===== src/rtl/ultrasonic_pkg.sv =====
// Shared types and default timing for the ultrasonic parking-bay scanner.
// Timing defaults assume a 50 MHz system clock.
package ultrasonic_pkg;

   typedef enum logic [2:0] {
      IDLE,
      TRIG,
      WAIT_RISE,
      MEASURE,
      GAP
   } scan_state_e;

   localparam int DEF_TRIG_CYCLES  = 500;
   localparam int DEF_ECHO_TIMEOUT = 1_900_000;
   localparam int DEF_GAP_CYCLES   = 500_000;
   localparam int DEF_CNT_W        = 22;
   localparam int DEF_OCC_HITS     = 3;

   function automatic logic [3:0] popcount8(input logic [7:0] v);
      logic [3:0] n;
      n = '0;
      for (int i = 0; i < 8; i++) begin
         n = n + {3'b000, v[i]};
      end
      return n;
   endfunction

endpackage


===== src/rtl/ultrasonic_scan_ctrl_occ_debounce.sv =====
// Per-bay occupancy debounce: the flag flips only after OCC_HITS consecutive
// samples that disagree with it.
module occ_debounce
   import ultrasonic_pkg::*;
#(
   parameter int OCC_HITS = DEF_OCC_HITS
) (
   input  logic sys_clk,
   input  logic sys_rst_n,
   input  logic sample_valid,
   input  logic near,
   output logic occupied,
   output logic occupied_next
);

   localparam int HIT_W = $clog2(OCC_HITS + 1);

   logic [HIT_W-1:0] hits_q, hits_d;
   logic             occ_q, occ_d;

   always_comb begin
      hits_d = hits_q;
      occ_d  = occ_q;
      if (sample_valid) begin
         if (near != occ_q) begin
            if (hits_q >= HIT_W'(OCC_HITS - 1)) begin
               occ_d  = ~occ_q;
               hits_d = '0;
            end else begin
               hits_d = hits_q + 1'b1;
            end
         end else begin
            hits_d = '0;
         end
      end
   end

   always_ff @(posedge sys_clk) begin
      if (!sys_rst_n) begin
         hits_q <= '0;
         occ_q  <= 1'b0;
      end else begin
         hits_q <= hits_d;
         occ_q  <= occ_d;
      end
   end

   assign occupied      = occ_q;
   assign occupied_next = occ_d;

endmodule


===== src/rtl/ultrasonic_scan_ctrl.sv =====
// Round-robin HC-SR04 scanner: triggers one sensor at a time, times its echo,
// reports the width and keeps a debounced occupied flag per bay.
module ultrasonic_scan_ctrl
   import ultrasonic_pkg::*;
#(
   parameter int N_SENSORS    = 4,
   parameter int IDX_W        = 2,
   parameter int TRIG_CYCLES  = DEF_TRIG_CYCLES,
   parameter int ECHO_TIMEOUT = DEF_ECHO_TIMEOUT,
   parameter int GAP_CYCLES   = DEF_GAP_CYCLES,
   parameter int CNT_W        = DEF_CNT_W,
   parameter int OCC_HITS     = DEF_OCC_HITS
) (
   input  logic                 sys_clk,
   input  logic                 sys_rst_n,
   input  logic                 enable,
   input  logic [N_SENSORS-1:0] echo,
   input  logic [CNT_W-1:0]     thresh_cycles,
   output logic [N_SENSORS-1:0] trig,
   output logic [CNT_W-1:0]     dist_cycles,
   output logic [IDX_W-1:0]     dist_id,
   output logic                 dist_valid,
   output logic                 timeout,
   output logic [N_SENSORS-1:0] occupied,
   output logic [3:0]           free_count
);

   localparam int TRIG_W = $clog2(TRIG_CYCLES + 1);
   localparam int GAP_W  = $clog2(GAP_CYCLES + 1);

   logic [N_SENSORS-1:0] echo_s1_q, echo_s2_q, echo_s3_q;

   scan_state_e          state_q, state_d;
   logic [IDX_W-1:0]     idx_q, idx_d, idx_next;
   logic [TRIG_W-1:0]    trig_cnt_q, trig_cnt_d;
   logic [GAP_W-1:0]     gap_cnt_q, gap_cnt_d;
   logic [CNT_W-1:0]     to_cnt_q, to_cnt_d, to_inc;
   logic [CNT_W-1:0]     width_cnt_q, width_cnt_d, width_inc;
   logic [N_SENSORS-1:0] trig_q, trig_d;
   logic [CNT_W-1:0]     dist_cycles_q, dist_cycles_d;
   logic [IDX_W-1:0]     dist_id_q, dist_id_d;
   logic                 dist_valid_q, dist_valid_d;
   logic                 timeout_q, timeout_d;
   logic [3:0]           free_count_q, free_count_d;

   logic echo_cur, echo_prev, echo_rise, echo_fall, to_hit;
   logic meas_done, meas_to;
   logic near_sample;
   logic [N_SENSORS-1:0] occ_next;

   assign echo_cur  = echo_s2_q[idx_q];
   assign echo_prev = echo_s3_q[idx_q];
   assign echo_rise = echo_cur & ~echo_prev;
   assign echo_fall = ~echo_cur & echo_prev;
   assign to_hit    = (to_cnt_q == CNT_W'(ECHO_TIMEOUT - 1));
   assign to_inc    = (to_cnt_q == '1) ? to_cnt_q : to_cnt_q + 1'b1;
   assign width_inc = (width_cnt_q == '1) ? width_cnt_q : width_cnt_q + 1'b1;
   assign idx_next  = (idx_q == IDX_W'(N_SENSORS - 1)) ? '0 : idx_q + 1'b1;

   // The width counter is cleared in the rise cycle, so the fall cycle adds
   // one to account for that first high cycle.
   always_comb begin
      state_d       = state_q;
      idx_d         = idx_q;
      trig_cnt_d    = trig_cnt_q;
      gap_cnt_d     = gap_cnt_q;
      to_cnt_d      = to_cnt_q;
      width_cnt_d   = width_cnt_q;
      trig_d        = trig_q;
      dist_cycles_d = dist_cycles_q;
      dist_id_d     = dist_id_q;
      dist_valid_d  = 1'b0;
      timeout_d     = 1'b0;
      meas_done     = 1'b0;
      meas_to       = 1'b0;

      case (state_q)
         IDLE: begin
            if (enable) begin
               state_d        = TRIG;
               trig_cnt_d     = '0;
               trig_d         = '0;
               trig_d[idx_q]  = 1'b1;
            end
         end
         TRIG: begin
            if (trig_cnt_q == TRIG_W'(TRIG_CYCLES - 1)) begin
               trig_d   = '0;
               state_d  = WAIT_RISE;
               to_cnt_d = '0;
            end else begin
               trig_cnt_d = trig_cnt_q + 1'b1;
            end
         end
         WAIT_RISE: begin
            if (echo_rise) begin
               width_cnt_d = '0;
               state_d     = MEASURE;
               to_cnt_d    = to_inc;
            end else if (to_hit) begin
               meas_done = 1'b1;
               meas_to   = 1'b1;
            end else begin
               to_cnt_d = to_inc;
            end
         end
         MEASURE: begin
            if (echo_fall) begin
               meas_done = 1'b1;
            end else if (to_hit) begin
               meas_done = 1'b1;
               meas_to   = 1'b1;
            end else begin
               to_cnt_d = to_inc;
               if (echo_cur) begin
                  width_cnt_d = width_inc;
               end
            end
         end
         GAP: begin
            if (gap_cnt_q == GAP_W'(GAP_CYCLES - 1)) begin
               idx_d = idx_next;
               if (enable) begin
                  state_d          = TRIG;
                  trig_cnt_d       = '0;
                  trig_d           = '0;
                  trig_d[idx_next] = 1'b1;
               end else begin
                  state_d = IDLE;
               end
            end else begin
               gap_cnt_d = gap_cnt_q + 1'b1;
            end
         end
         default: state_d = IDLE;
      endcase

      if (meas_done) begin
         dist_valid_d  = 1'b1;
         dist_id_d     = idx_q;
         dist_cycles_d = meas_to ? '1 : width_inc;
         timeout_d     = meas_to;
         state_d       = GAP;
         gap_cnt_d     = '0;
      end
   end

   assign near_sample = ~timeout_q && (dist_cycles_q < thresh_cycles);

   for (genvar g = 0; g < N_SENSORS; g++) begin : g_bay
      occ_debounce #(
         .OCC_HITS(OCC_HITS)
      ) u_occ (
         .sys_clk       (sys_clk),
         .sys_rst_n     (sys_rst_n),
         .sample_valid  (dist_valid_q && (dist_id_q == IDX_W'(g))),
         .near          (near_sample),
         .occupied      (occupied[g]),
         .occupied_next (occ_next[g])
      );
   end

   assign free_count_d = 4'(N_SENSORS) - popcount8(8'(occ_next));

   always_ff @(posedge sys_clk) begin
      if (!sys_rst_n) begin
         echo_s1_q     <= '0;
         echo_s2_q     <= '0;
         echo_s3_q     <= '0;
         state_q       <= IDLE;
         idx_q         <= '0;
         trig_cnt_q    <= '0;
         gap_cnt_q     <= '0;
         to_cnt_q      <= '0;
         width_cnt_q   <= '0;
         trig_q        <= '0;
         dist_cycles_q <= '0;
         dist_id_q     <= '0;
         dist_valid_q  <= 1'b0;
         timeout_q     <= 1'b0;
         free_count_q  <= 4'(N_SENSORS);
      end else begin
         echo_s1_q     <= echo;
         echo_s2_q     <= echo_s1_q;
         echo_s3_q     <= echo_s2_q;
         state_q       <= state_d;
         idx_q         <= idx_d;
         trig_cnt_q    <= trig_cnt_d;
         gap_cnt_q     <= gap_cnt_d;
         to_cnt_q      <= to_cnt_d;
         width_cnt_q   <= width_cnt_d;
         trig_q        <= trig_d;
         dist_cycles_q <= dist_cycles_d;
         dist_id_q     <= dist_id_d;
         dist_valid_q  <= dist_valid_d;
         timeout_q     <= timeout_d;
         free_count_q  <= free_count_d;
      end
   end

   assign trig        = trig_q;
   assign dist_cycles = dist_cycles_q;
   assign dist_id     = dist_id_q;
   assign dist_valid  = dist_valid_q;
   assign timeout     = timeout_q;
   assign free_count  = free_count_q;

endmodule


===== config.mk =====
export PLATFORM = sky130hd
export DESIGN_NAME = ultrasonic_scan_ctrl
export DESIGN_NICKNAME = d
export VERILOG_FILES = /design/src/rtl/ultrasonic_pkg.sv /design/src/rtl/ultrasonic_scan_ctrl_occ_debounce.sv /design/src/rtl/ultrasonic_scan_ctrl.sv
export SDC_FILE = /design/constraint.sdc
export NUM_CORES = 1
export LEC_CHECK = 0
export CAP_MARGIN = 20
export CORE_MARGIN = 4
export CORE_UTILIZATION = 50
export CTS_BUF_LIST = sky130_fd_sc_hd__clkbuf_16
export CTS_CLUSTER_DIAMETER = 200
export DETAILED_ROUTE_END_ITERATION = 8
export GPL_TIMING_DRIVEN = 0
export PLACE_DENSITY = 0.71
export SKIP_LAST_GASP = 1
export SYNTH_ARGS = -nofsm -noshare
export SYNTH_HDL_FRONTEND = slang
export SYNTH_SLANG_ARGS = --single-unit

===== constraint.sdc =====
create_clock -name sys_clk -period 3 [get_ports sys_clk]
set_input_delay 0.3 -clock sys_clk [delete_from_list [all_inputs] [get_ports sys_clk]]
set_output_delay 0.3 -clock sys_clk [all_outputs]
set_load 0.05 [all_outputs]

# Yosys cells after proc, flatten, opt, wreduce, memory -nomap -nowiden
# Index checks and enable logic that the tools add are counted.
[op_classes]
n_addsub = 13
order_cmp = 9
eq_ne = 31
n_mux = 65
bitwise = 12
n_reduce_logical = 22
[ops]
columns = ["op", "count"]
rows = [
  ["2-to-1 mux 22 bit", 11],
  ["one-hot mux 22 bit (3 select lines)", 1],
  ["adder 22 x 1 -> 22 bit (second input constant)", 2],
  ["equality test 22 bit (second input constant)", 2],
  ["one-hot mux 22 bit (2 select lines)", 1],
  ["2-to-1 mux 9 bit", 3],
  ["one-hot mux 9 bit (3 select lines)", 1],
  ["equality test 22 x 21 -> 1 bit (second input constant)", 1],
  ["< comparator 22 bit", 1],
  ["2-to-1 mux 1 bit", 22],
  ["!= test 2 bit (second input constant)", 10],
  ["AND reduction 5 bit", 4],
  ["adder 19 x 1 -> 19 bit (second input constant)", 1],
  ["equality test 19 bit (second input constant)", 1],
  ["2-to-1 mux 2 bit", 9],
  ["2-to-1 mux 4 bit", 4],
  ["2-to-1 mux 3 bit", 5],
  ["one-hot mux 3 bit (5 select lines)", 1],
  ["!= test 3 bit (second input constant)", 4],
  ["one-hot mux 4 bit (3 select lines)", 1],
  ["adder 2 x 1 -> 2 bit (second input constant)", 5],
  ["NOT 1 bit", 10],
  ["adder 9 x 1 -> 9 bit (second input constant)", 1],
  ["equality test 9 bit (second input constant)", 1],
  ["25 further kinds", 50],
]
[word_totals]
regBits = 135
in_bits = 29
out_inout_bits = 38
wordCells = 176

# Longest topological paths before layout
[logic_depth]
depth_word = 9
depth_mapped = 12

# Hierarchy
# Synthesis repeated with hierarchy kept, for this count alone.
[unflattened]
cells_unflattened = 844
area_unflattened_um2 = 7265.7
[by_module_without_submodules]
columns = ["module", "n_inst", "cells_per_inst", "area_per_inst_um2", "seq_area_each_um2"]
rows = [
  ["ultrasonic_scan_ctrl", 1, 788, 6680.2, 2442.3],
  ["occ_debounce", 4, 14, 146.4, 60.1],
]

# Least setup slack after synthesis
# No wires, ideal clock.
[synth_timing]
kind = "register -> register"
from = "reg dist_cycles_q[21], in the netlist dist_cycles[21]"
to = "reg free_count_q[1], in the netlist free_count[1]"
setup_ns = 0.115
arrival_ns = 3.153
slack_ns = -0.268
path_stages_with_launch = 11
n_path_buf = 0
synth_period_minus_slack_ns = 3.268
path_cell_list = "dfxtp_1 ha_1 nand4_1 or2_2 nor4_1 o31ai_1 fa_1 inv_1 ha_1 ha_1 and2_1"
[synth_via]
elab_chain_cells = 9
[synth_rtl]
columns = ["item", "line", "text"]
rows = [
  ["from (decl)", "ultrasonic_scan_ctrl.sv:40", "logic [CNT_W-1:0] dist_cycles_q, dist_cycles_d;"],
  ["from (signal assigned)", "ultrasonic_scan_ctrl.sv:193", "dist_cycles_q <= dist_cycles_d;"],
  ["< comparator 22 bit", "ultrasonic_scan_ctrl.sv:148", "assign near_sample = ~timeout_q && (dist_cycles_q < thresh_cycles);"],
  ["logical AND 1 bit", "ultrasonic_scan_ctrl.sv:148", ""],
  ["!= test 1 bit", "ultrasonic_scan_ctrl_occ_debounce.sv:25", "if (near != occ_q) begin"],
  ["2-to-1 mux 1 bit", "ultrasonic_scan_ctrl_occ_debounce.sv:25", ""],
  ["2-to-1 mux 1 bit", "ultrasonic_scan_ctrl_occ_debounce.sv:24", "if (sample_valid) begin"],
  ["net g_bay[1].u_occ.occupied_next", "ultrasonic_scan_ctrl_occ_debounce.sv:13", "output logic occupied_next"],
  ["adder 1 x 1 -> 2 bit", "ultrasonic_pkg.sv:23", "n = n + {3'b000, v[i]};"],
  ["adder 2 x 1 -> 3 bit", "ultrasonic_pkg.sv:23", ""],
  ["adder 3 x 1 -> 4 bit", "ultrasonic_pkg.sv:23", ""],
  ["subtractor 3 x 4 -> 4 bit", "ultrasonic_scan_ctrl.sv:163", "assign free_count_d = 4'(N_SENSORS) - popcount8(8'(occ_next));"],
  ["net free_count_d[1]", "ultrasonic_scan_ctrl.sv:44", "logic [3:0] free_count_q, free_count_d;"],
  ["to (signal assigned)", "ultrasonic_scan_ctrl.sv:181", "free_count_q <= 4'(N_SENSORS);"],
  ["to (signal assigned)", "ultrasonic_scan_ctrl.sv:197", "free_count_q <= free_count_d;"],
  ["to (decl)", "ultrasonic_scan_ctrl.sv:44", ""],
]
# The timed path passes the listed nets, and every way through them passes these cells.
# A chain may end at the register's enable or synchronous reset.

# Worst setup path in the final report
[layout_timing]
from = "in thresh_cycles[21]"
to = "reg free_count_q[1], in the netlist free_count[1]"
[layout_lines]
columns = ["item", "line", "text"]
rows = [
  ["from (decl)", "ultrasonic_scan_ctrl.sv:18", "input logic [CNT_W-1:0] thresh_cycles,"],
  ["< comparator 22 bit", "ultrasonic_scan_ctrl.sv:148", ""],
  ["logical AND 1 bit", "ultrasonic_scan_ctrl.sv:148", ""],
  ["!= test 1 bit", "ultrasonic_scan_ctrl_occ_debounce.sv:25", ""],
  ["2-to-1 mux 1 bit", "ultrasonic_scan_ctrl_occ_debounce.sv:25", ""],
  ["2-to-1 mux 1 bit", "ultrasonic_scan_ctrl_occ_debounce.sv:24", ""],
  ["net g_bay[3].u_occ.occupied_next", "ultrasonic_scan_ctrl_occ_debounce.sv:13", ""],
  ["adder 3 x 1 -> 4 bit", "ultrasonic_pkg.sv:23", ""],
  ["subtractor 3 x 4 -> 4 bit", "ultrasonic_scan_ctrl.sv:163", ""],
  ["net free_count_d[1]", "ultrasonic_scan_ctrl.sv:44", ""],
]
# The timed path passes the listed nets, and every way through them passes these cells.

==> results.py <==
metrics = {
    "run_status": {
        "outcome": "complete, no violations",
    },
    "sta": {
        "max_freq_ghz": 0.339,
        "slew_headroom_pct": 46.5,
        "period_minus_slack_ps": 2950,
        "drv_slew": 0,
        "setup_viol": 0,
        "period_share_pct": 98.2,
        "rsz0062_at_grt": "true",
        "hold_viol": 0,
        "fin_skew_ps": 8.29,
        "worst_slew_pin_slew_ps": 796,
    },
    "yosys": {
        "synth_top_area_share_pct": 36.5,
        "ys_ff_latch": 134,
        "yosysTopAreaCell": "dfxtp_1",
        "ys.flop_type": "dfxtp_1",
        "postSynthNetCount": 965,
        "avgSynthCellArea_um2": 8.17,
        "synth_common_cells": "dfxtp_1, nor2_1, a21oi_1",
        "synth.most_common_cell": "dfxtp_1",
        "async_flop_share_pct": 0,
        "synth-edff-count": 0,
        "syn_area_um2": 7350,
        "netlist_instances": 900,
        "synth.area.top_cells": "dfxtp_1, ha_1, a21oi_1",
        "yosysWarnings": 0,
        "ys_types": 70,
        "ys_seq_area_share_pct": 36.5,
    },
    "floorplan": {
        "dieHeight_um": 129,
        "dieArea_um2": 16700,
        "ios": 67,
        "core_um2": 14500,
        "die_w_um": 129,
        "initial_core_util_pct": 50.8,
        "rows": 44,
    },
    "clock_tree": {
        "cts_tree": "yes",
        "clock_latency_ps": 410,
        "clk_pin_slew_ps": 60,
        "h-tree-depth": 4,
        "ctsHoldBuffers": 0,
        "clockBufferDepth": 2,
        "cts_sinks": 134,
        "cts_root_buf": "clkbuf_16",
        "cts_buffers": 17,
    },
    "global_route": {
        "grt-ovfl-total": 0,
        "grt_use_total_pct": 23.4,
        "grt_antenna_before_repair": 0,
        "gr-usage-met2_pct": 36.6,
        "grt_max_degree": 17,
        "grt_pass1_wl_mm": 31.7,
        "grt_pass1_vias": 6360,
        "grtUsageMet1_pct": 31.8,
        "use_met3_pct": 4.37,
        "busiest_layer": "met2",
    },
    "layout": {
        "finalNetCount": 1055,
        "final_area_um2": 8920,
        "area_growth_pct": 21.4,
        "final_cells": 1187,
        "drive_gt1_share_pct": 7.98,
        "seqCellArea_um2": 2700,
        "antenna_cells_inserted": 0,
        "fillers": 1320,
        "multi_input_area_um2": 4400,
    },
    "worst_setup_path": {
        "end_kind": "flip-flop",
        "crit_required_ps": 3310,
        "reg2reg_to": "to_cnt_q[7]",
        "reg2regPathDepth": 6,
        "r2r_slack_ps": 60,
        "startpoint_type": "primary input",
        "crit_arrival_ps": 3260,
        "worstSetupPathType": "primary input to flip-flop",
        "crit_fanout": 4,
        "r2r-start": "idx_q[0]",
    },
    "drt": {
        "ant_nets": 0,
        "dr.pass1.iters": 5,
        "totalWireLength_mm": 19.3,
        "vias_per_cell": 5.91,
        "num_vias": 7019,
        "first_iter_violations": 422,
        "wire_per_inst_um": 16.3,
        "drc_errors": 0,
    },
    "min_path": {
        "hold_path_class": "flip-flop to flip-flop",
        "holdPathStages": 1,
        "min_to": "echo_s2_q[1]",
        "hp-start": "echo_s1_q[1]",
    },
    "place": {
        "placed_cell_area_um2": 8260,
        "port_buffers": 65,
        "gp_congestion": 0.911,
        "hpwl_mm": 14.1,
        "placed_cells": 1149,
    },
    "pwr": {
        "ir_drop_uv": 451,
        "p_per_area_nw_per_um2": 440,
        "p_total_mw": 3.92,
        "leakagePower_nw": 3.30,
    },
    "flow_run": {
        "cap_violations": 0,
    },
}
==> power by group <==
part	leakage, nW	total [mW]	switching [mW]	internal [mW]
sequential	1.09	1.80	0.00614	1.79
combinational	1.94	0.170	0.0981	0.0719
clock	0.275	1.96	0.817	1.14
total	3.30	3.92	0.921	3.00
==> layout make-up <==
cell class / instances / share of cell area (%)
plain buffers: 47 / 2.34
repair buffers: 71 / 7.79
inverters: 36 / 1.51
clock inverters: 15 / 1.44
clock buffers: 17 / 4.77
multi-input cells: 683 / 49.3
well taps: 184 / 2.58
flip-flops and latches: 134 / 30.2
==> worst max path at each step <==
stage,start,depth (start not counted),endpoint
2_1_floorplan,dist_cycles[15],10,free_count[1]
3_3_place_gp,thresh_cycles[2],13,free_count[1]
3_5_place_dp,thresh_cycles[2],13,free_count[1]
4_1_cts,thresh_cycles[19],14,free_count[1]
5_1_grt,thresh_cycles[2],14,free_count[1]
6_report,thresh_cycles[21],15,free_count[1]
==> timing repair <==
item / 4_1_cts / 5_1_grt
setup buffers: 5 / 1
pin swaps: 9 / 1
gates resized for setup: 9 / 4
setup endpoints to repair: 3 / 31
==> metrics by stage <==
step | setup TNS, ps | setup slack, ps | hold slack [ps] | utilization [%]
floorplan | 0 | 2.08 | 412 | -
global placement | -1670 | -647 | 413 | 57.1
detailed placement | -1700 | -658 | 421 | 57.1
CTS | 0 | 3.57 | 436 | 61.5
global route | -135 | -135 | 459 | 61.6
finish | 0 | 52.9 | 432 | 61.6
==> metal layers <==
metal  vias up  part of all wire, %
li1       3458                    -
met1      3316                   47
met2       209                   45
met3        36                  5.6
met4         0                  2.4
met5         -                    0
==> worst max-delay path, cell delays in order <==
cell and delay, ps:
clkdlybuf4s50_1 450, inv_1 40, ha_1 310, nand4_1 130, buf_4 140, nor2_1 40, a22oi_1 290, nand3_2 100
buf_4 180, o31ai_4 280, fa_1 450, inv_1 70, ha_1 130, ha_1 210, and2_1 150
==> cells by family after synthesis <==
kind of cell	after synthesis	share of synthesized area [%]
compound gates	209	17.7
xor+xnor	39	4.65
fa+ha+maj	36	6.23
buf+inv	83	4.66
flops	134	36.5
mux	13	2.28
other cells	1	0.0510
simple gates	385	27.9
==> placed cells by master, fill, tap and decap left out, types with 10 or more instances in the layout <==
cell type,n
o211ai_1,10
clkbuf_1,33
nand4_1,37
nor3_1,18
xor2_1,17
buf_4,13
or3_1,12
and2_1,25
nand2_1,63
dfxtp_1,123
ha_1,35
a31oi_1,11
and3_1,19
inv_1,37
nand3_1,57
xnor2_1,22
nor2_1,79
o21ai_0,50
clkbuf_16,17
clkdlybuf4s50_1,65
nor2b_1,13
dfxtp_2,11
mux2i_1,10
a21oi_1,69
==> state kept, by name, indices dropped and copies added, names as in the netlist <==
name / flops
state_q: 3
dist_id: 2
g_bay.u_occ.occupied: 4
dist_valid: 1
echo_s2_q: 4
width_cnt_q: 22
to_cnt_q: 22
g_bay.u_occ.hits_q: 8
timeout: 1
echo_s1_q: 4
echo_s3_q: 4
gap_cnt_q: 19
free_count: 3
idx_q: 2
trig: 4
trig_cnt_q: 9
dist_cycles: 22
(Power assumes the default switching activity.)
